$ cat config.mk
export PLATFORM = sky130hd
export DESIGN_NAME = seg_display_arbiter
export DESIGN_NICKNAME = d
export VERILOG_FILES = /design/src/rtl/seg_display_arbiter.sv
export SDC_FILE = /design/constraint.sdc
export NUM_CORES = 1
export LEC_CHECK = 0
export BUFFER_PORTS_ARGS = -buffer_cell sky130_fd_sc_hd__buf_2
export CORE_MARGIN = 2
export CORE_UTILIZATION = 45
export CTS_BUF_LIST = sky130_fd_sc_hd__clkbuf_8
export DETAILED_ROUTE_END_ITERATION = 16
export GPL_ROUTABILITY_DRIVEN = 0
export GPL_TIMING_DRIVEN = 0
export PLACE_DENSITY = 0.65
export SETUP_SLACK_MARGIN = 0.15
export SKIP_LAST_GASP = 1
export SLEW_MARGIN = 20
export SYNTH_ARGS = -nofsm -noshare
export SYNTH_HDL_FRONTEND = slang
export SYNTH_SLANG_ARGS = --single-unit
$ cat constraint.sdc
create_clock -name clk -period 2.85 [get_ports clk]
set_input_delay 0.57 -clock clk [delete_from_list [all_inputs] [get_ports clk]]
set_output_delay 0.57 -clock clk [all_outputs]
set_load 0.1 [all_outputs]
$ cat src/rtl/seg_display_arbiter.sv
// Round-robin sequencer for the seven-segment driver: grants A or B, then converts
// the granted signed value to saturating sign/magnitude BCD one bit per cycle.
module seg_display_arbiter #(
    parameter int DATA_W = 12
) (
    input  logic              clk,
    input  logic              rst,
    input  logic              req_a,
    input  logic [DATA_W-1:0] data_a,
    output logic              ack_a,
    input  logic              req_b,
    input  logic [DATA_W-1:0] data_b,
    output logic              ack_b,
    output logic [9:0]        bcd_digit,
    output logic              sign,
    output logic              overflow,
    output logic              disp_src,
    output logic              busy,
    output logic              done
);

    typedef enum logic [0:0] {
        IDLE = 1'b0,
        CONV = 1'b1
    } state_t;

    localparam int CNT_W = $clog2(DATA_W + 1);
    // Five digits so magnitudes up to 2^15 cannot wrap into a small-looking result.
    localparam int SCR_W = 20;

    state_t            state_r, state_s;
    logic              grant_s, win_b_s, last_step_s;
    logic              last_grant_r, src_r, sign_lat_r;
    logic [DATA_W-1:0] mag_r, win_data_s, abs_s;
    logic [SCR_W-1:0]  scr_r, adj_s, shifted_s;
    logic [CNT_W-1:0]  cnt_r;
    logic              ovf_s;
    logic [9:0]        bcd_s;

    function automatic logic [3:0] add3(input logic [3:0] d);
        return (d >= 4'd5) ? d + 4'd3 : d;
    endfunction

    // Double-dabble step, saturation and operand selection.
    always_comb begin
        adj_s = '0;
        for (int i = 0; i < SCR_W / 4; i++) begin
            adj_s[4*i +: 4] = add3(scr_r[4*i +: 4]);
        end
        shifted_s = {adj_s[SCR_W-2:0], mag_r[DATA_W-1]};
        ovf_s     = (shifted_s[SCR_W-1:12] != '0) || (shifted_s[11:8] > 4'd3);
        if (ovf_s) begin
            bcd_s = 10'b11_1001_1001;
        end else begin
            bcd_s = shifted_s[9:0];
        end
        win_data_s = win_b_s ? data_b : data_a;
        if (win_data_s[DATA_W-1]) begin
            abs_s = ~win_data_s + {{(DATA_W-1){1'b0}}, 1'b1};
        end else begin
            abs_s = win_data_s;
        end
    end

    // Next-state logic and arbitration.
    always_comb begin
        state_s     = state_r;
        grant_s     = 1'b0;
        win_b_s     = 1'b0;
        last_step_s = 1'b0;
        case (state_r)
            IDLE: begin
                if (req_a || req_b) begin
                    grant_s = 1'b1;
                    win_b_s = req_b && (!req_a || !last_grant_r);
                    state_s = CONV;
                end else begin
                    state_s = IDLE;
                end
            end
            CONV: begin
                if (cnt_r == CNT_W'(1)) begin
                    last_step_s = 1'b1;
                    state_s     = IDLE;
                end else begin
                    state_s = CONV;
                end
            end
            default: state_s = IDLE;
        endcase
    end

    // State register.
    always_ff @(posedge clk or posedge rst) begin
        if (rst) begin
            state_r <= IDLE;
        end else begin
            state_r <= state_s;
        end
    end

    // Datapath, handshake pulses and held display outputs.
    always_ff @(posedge clk or posedge rst) begin
        if (rst) begin
            last_grant_r <= 1'b1;
            src_r        <= 1'b0;
            sign_lat_r   <= 1'b0;
            mag_r        <= '0;
            scr_r        <= '0;
            cnt_r        <= '0;
            ack_a        <= 1'b0;
            ack_b        <= 1'b0;
            done         <= 1'b0;
            bcd_digit    <= 10'd0;
            sign         <= 1'b0;
            overflow     <= 1'b0;
            disp_src     <= 1'b0;
        end else begin
            ack_a <= grant_s && !win_b_s;
            ack_b <= grant_s && win_b_s;
            done  <= last_step_s;
            if (grant_s) begin
                sign_lat_r   <= win_data_s[DATA_W-1];
                mag_r        <= abs_s;
                scr_r        <= '0;
                cnt_r        <= CNT_W'(DATA_W);
                last_grant_r <= win_b_s;
                src_r        <= win_b_s;
            end else if (state_r == CONV) begin
                scr_r <= shifted_s;
                mag_r <= {mag_r[DATA_W-2:0], 1'b0};
                cnt_r <= cnt_r - CNT_W'(1);
                if (last_step_s) begin
                    bcd_digit <= bcd_s;
                    sign      <= sign_lat_r;
                    overflow  <= ovf_s;
                    disp_src  <= src_r;
                end
            end
        end
    end

    assign busy = (state_r == CONV);

endmodule

======== Word-level counts from Yosys, hierarchy flattened ========
Cells that the tools add are included.
word-level totals
  input bits .............................. 28
  flip-flop bits (word level) ............. 56
  bits in read-only memories .............. 0
  memory bits (writable) .................. 0
  memories ................................ 0
  latch bits .............................. 0
  output and inout bits ................... 17
  word-level logic and storage cells ...... 65
operators by class
  shifts and indexed selects .............. 0
  add/sub/neg operators ................... 7
  reduce and logical (&&, ||, !) cells .... 12
  bitwise gates (word level) .............. 3
  equality and inequality tests ........... 1
  mux-type cells .......................... 22
  div/mod/pow operators ................... 0
  magnitude comparators ................... 6
  multipliers ............................. 0
operators by type and width
  kind                                                                    number
  12-bit two-way mux                                                      4
  20-bit two-way mux                                                      2
  4-bit two-way mux                                                       6
  4-bit by 3-bit >= comparator with 1-bit output (second input constant)  5
  4-bit by 2-bit adder with 4-bit output (second input constant)          4
  12-bit by 1-bit adder with 12-bit output (second input constant)        1
  12-bit NOT                                                              1
  10-bit two-way mux                                                      1
  8-bit nonzero test                                                      1
  1-bit two-way mux                                                       7
  4-bit by 1-bit == test with 1-bit output (second input constant)        1
  4-bit by 2-bit > comparator with 1-bit output (second input constant)   1
  4-bit by 1-bit subtractor with 4-bit output (second input constant)     1
  3-bit by 2-bit adder with 3-bit output (second input constant)          1
  1-bit logical AND                                                       3
  1-bit logical NOT                                                       3
  1-bit logical OR                                                        3
  3-bit two-way mux                                                       1
  3-bit AND reduction                                                     1
  1-bit NOT                                                               2
  1-bit one-hot mux with 2 select lines                                   1
  2-bit nonzero test                                                      1

======== Depth between registers and ports, before layout ========
  word-level depth ........................ 10
  gate-level depth with buffers ........... 10
  mapped depth without buffers ............ 8

======== Worst setup path after synthesis ========
Ideal clock, no wire load.
  kind .................................... register to register
  start ................................... register state_r, in the netlist busy
  end ..................................... register mag_r[8]
  buffers on the path ..................... 2
  cell stages (with the launch flop) ...... 11
  arrival ................................. 2.951 ns
  clock period less this slack ............ 3.071 ns
  path slack .............................. -0.221 ns
  cell sequence ........................... dfrtp_1 -> buf_4 -> nor2b_2 -> nand2_2 -> buf_2 -> mux2i_1 -> ha_1 -> nor3b_1 -> a22o_1 -> or4_1 -> and3_1
between the ends
  cells in the longest elaborated chain, start to end .. 6
  elaborated cells between the ends (all ways) .. 8
  those cells by class .................... add/sub: 1; mux: 5; bitwise: 1; reduce/logical: 1
ends and longest elaborated chain
  element                                   RTL line  RTL
  from (decl)                               31        state_t state_r, state_s;
  from (signal assigned)                    98        state_r <= state_s;
  1-bit two-way mux                         71        case (state_r)
  12-bit two-way mux                        57        win_data_s = win_b_s ? data_b : data_a;
  12-bit NOT                                59        abs_s = ~win_data_s + {{(DATA_W-1){1'b0}}, 1'b1};
  12-bit by 1-bit adder with 12-bit output  59
  12-bit two-way mux                        58        if (win_data_s[DATA_W-1]) begin
  12-bit two-way mux                        122       if (grant_s) begin
  to (signal assigned)                      124       mag_r <= abs_s;
  to (signal assigned)                      131       mag_r <= {mag_r[DATA_W-2:0], 1'b0};
  to (decl)                                 34        logic [DATA_W-1:0] mag_r, win_data_s, abs_s;
Several ways; a longest one is shown, not always the timed one.
A chain may end at the register's enable or synchronous reset.

======== Worst setup path after layout ========
Same ends and word-level chain as after synthesis.

==> flow_summary_export.csv <==
group,metric,value,unit
detailed_routing,drc,0,
power_and_ir_drop,p_leak,1.66,nW
grt,grt_pass1_vias,2615,
logic_synthesis,ys_async_sr_fraction,1.00,
floorplan,core_area,6790,µm²
detailed_routing,dr_total_vias,2628,
sta,tightest_slew,688,ps
detailed_routing,wl_per_cell,14.6,µm
logic_synthesis,ys.flop_type,"dfrtp_1",
power_and_ir_drop,power_density,1040,nW/µm²
logic_synthesis,synth_edf_count,0,
detailed_routing,drt_iter0_drc,98,
critical_path,r2r_end,"mag_r[8]",
floorplan,die_w,87.9,µm
floorplan,floorplan.initialDensity,0.466,
logic_synthesis,ys_warn_count,0,
critical_path,r2r_slack,300,ps
clock_network,cts_tree,"yes",
floorplan,rows,30,
sta,clock.fmax,392,MHz
grt,grt_util_all_layers,0.199,
sta,worst_slack,302,ps
clock_network,numCtsBuffers,5,
place,portBuffers,44,
critical_path,critPathKind,"reg2reg",
clock_network,insertion_delay,320,ps
critical_path,reg2reg_depth,10,
clock_network,h-tree-depth,2,
logic_synthesis,synthCells,342,
sta,min_period,2550,ps
clock_network,clock-root-buffer,"clkbuf_8",
sta,finalMaxSlewViolations,0,
sta,setup_tns,0,ps
logic_synthesis,netlist_area,3170,µm²
sta,rsz0062_at_grt,"false",
status,status,"complete, no violations",
finish,antenna_cells,0,
logic_synthesis,ys_seq_area_frac,0.443,
finish,drive_gt1_frac,0.188,
critical_path,end_kind,"register",
power_and_ir_drop,peakVddDrop,346,µV
logic_synthesis,ys_types,48,
detailed_routing,vias_per_cell,5.36,
critical_path,arrival,2770,ps
clock_network,clk_pin_slew_worst_paths,100,ps
grt,antenna_found_initial,0,
detailed_routing,wl,7150,µm
clock_network,numClockSinks,56,
finish,n_fill_cell,642,
sta,slew_headroom,0.530,
hold_path,worstHoldPathType,"in2async",
grt,gr-total-overflow,0,
place,dp_hpwl,5330,µm
critical_path,cp-start-kind,"register",
clock_network,postCtsHoldBufs,0,
clock_network,post-cts-setup-buffer-count,0,
floorplan,die_h,87.9,µm
critical_path,cp.required,3070,ps
grt,grt_pass1_wl,12000,µm
detailed_routing,final_antenna_net_count,0,
sta,min_period_over_period,0.894,
clock_network,cts_buffer_depth,2,
logic_synthesis,yosys_register_bits,56,
sta,skew,8.94,ps
grt,grt_max_degree,57,
sta,hold_violations,0,
sta,setup_viol,0,
critical_path,r2r-start,"busy",
sta,whs,346,ps
floorplan,die-area,7720,µm²
detailed_routing,drtPass1Iterations,4,
critical_path,path_max_fanout,10,
clock_network,cts-resized-gates,0,
run,maxCapViolCount,0,
logic_synthesis,syn_nets,383,
place,pre_cts_ws,74.9,ps
floorplan,ios,45,
logic_synthesis,syn_avg_cell_area,9.26,µm²
finish,area_delta_synth_final,14.7,%
finish,fin_nets,434,
==> cell families after synthesis <==
family / Yosys count / synth area share
xor+xnor: 9 / 0.0249
mux: 20 / 0.0648
compound gates: 90 / 0.185
flops: 56 / 0.443
buf+inv: 34 / 0.0431
fa+ha+maj: 13 / 0.0514
simple gates: 120 / 0.188
==> per-stage QoR <==
step / util / power, mW / instance area, µm² / instances
after floorplan: - / 2.93 / 3180 / 342
after global placement: 0.519 / 3.28 / 3520 / 482
after detailed placement: 0.519 / 3.35 / 3530 / 482
after CTS: 0.533 / 3.80 / 3620 / 490
after global routing: 0.534 / 4.07 / 3630 / 490
final: 0.534 / 3.79 / 3630 / 490
==> registers in the layout, summed over array words and instances (netlist names) <==
register,count
busy,1
sign,1
ack_b,1
done,1
src_r,1
last_grant_r,1
mag_r,12
overflow,1
bcd_digit,10
disp_src,1
sign_lat_r,1
ack_a,1
cnt_r,4
scr_r,20
==> power breakdown <==
part	switching (mW)	total, mW	internal [mW]
clock network	0.263	0.461	0.197
logic	1.27	1.97	0.695
registers	0.242	1.36	1.12
==> synth_stat cells, types with 2 or more instances <==
master,n,area [µm²]
dfrtp_1,55,1380
nand2_1,42,158
a21oi_1,27,135
nor2_1,26,97.6
o21ai_0,18,90.1
inv_1,17,63.8
mux2i_1,16,160
ha_1,13,163
nor3b_1,12,90.1
clkbuf_1,10,37.5
a22o_1,9,78.8
nor3_1,8,40.0
xnor2_1,8,70.1
o31ai_1,7,52.6
nand3_1,6,30.0
nand2b_1,5,31.3
o22ai_1,5,31.3
or3_1,5,31.3
a211oi_1,4,30.0
and3_1,4,25.0
mux2_2,4,45.0
a31o_2,3,26.3
o211ai_1,3,22.5
o221ai_1,3,26.3
or4_1,3,22.5
a21oi_2,2,17.5
buf_1,2,7.51
buf_4,2,15.0
clkinv_1,2,7.51
nand4_1,2,12.5
o22a_1,2,17.5
==> layout make-up <==
cell class / count / area, µm² / share of cell area
plain buffers: 15 / 75.1 / 0.0207
clock buffers: 6 / 82.6 / 0.0227
clock inverters: 2 / 15.0 / 0.00414
inverters: 19 / 73.8 / 0.0203
multi-input cells: 252 / 1640 / 0.452
flip-flops and latches: 56 / 1400 / 0.387
well taps: 96 / 120 / 0.0331
repair buffers: 44 / 220 / 0.0606
==> critical path, cell delays in order (launching register included) <==
cell	delay [ps]
dfrtp_2	420
buf_6	150
nor2b_4	160
nand2_2	150
buf_6	190
mux2i_1	160
ha_2	230
nor3b_1	150
a22o_1	240
or4_1	450
and3_1	150
==> routing by layer <==
layer / GRT usage / vias up / part of all wire
met3: 0.0358 / 6 / 0.028
met2: 0.349 / 45 / 0.49
met1: 0.253 / 1243 / 0.47
met4: 0.0559 / 0 / 0.012
li1: - / 1334 / -
met5: 0 / - / 0
==> worst max-delay path by stage <==
stage,from,end,slack [ps],depth (start not counted)
floorplan,busy,mag_r[8],170,10
global placement,rst,busy,10,2
detailed placement,req_a,mag_r[8],70,10
CTS,busy,mag_r[8],240,10
global route,last_grant_r,mag_r[10],160,9
finish,busy,mag_r[8],300,10
==> placed cells by master, fill, tap and decap left out, types with 2 or more instances in the layout <==
cell and instances:
clkbuf_8 6, nor3b_1 11, and3_1 4, or3_1 5, o21ai_0 18, o211ai_1 3, buf_1 2, o221ai_1 3
or4_1 3, a211oi_1 4, clkbuf_1 10, nand4_1 2, nor3_1 8, a31o_2 3, nand3_1 6, o22a_1 2
a21oi_1 27, o31ai_1 7, buf_6 2, nor2_1 26, o22ai_1 5, xnor2_1 8, mux2i_1 16, dfrtp_1 54
a22o_1 9, mux2_2 4, inv_1 16, ha_1 12, buf_2 44, a21oi_2 2, clkinv_1 2, nand2b_1 5
clkinvlp_4 2, nand2_1 42
No activity file was read; power rests on OpenSTA's default activity.
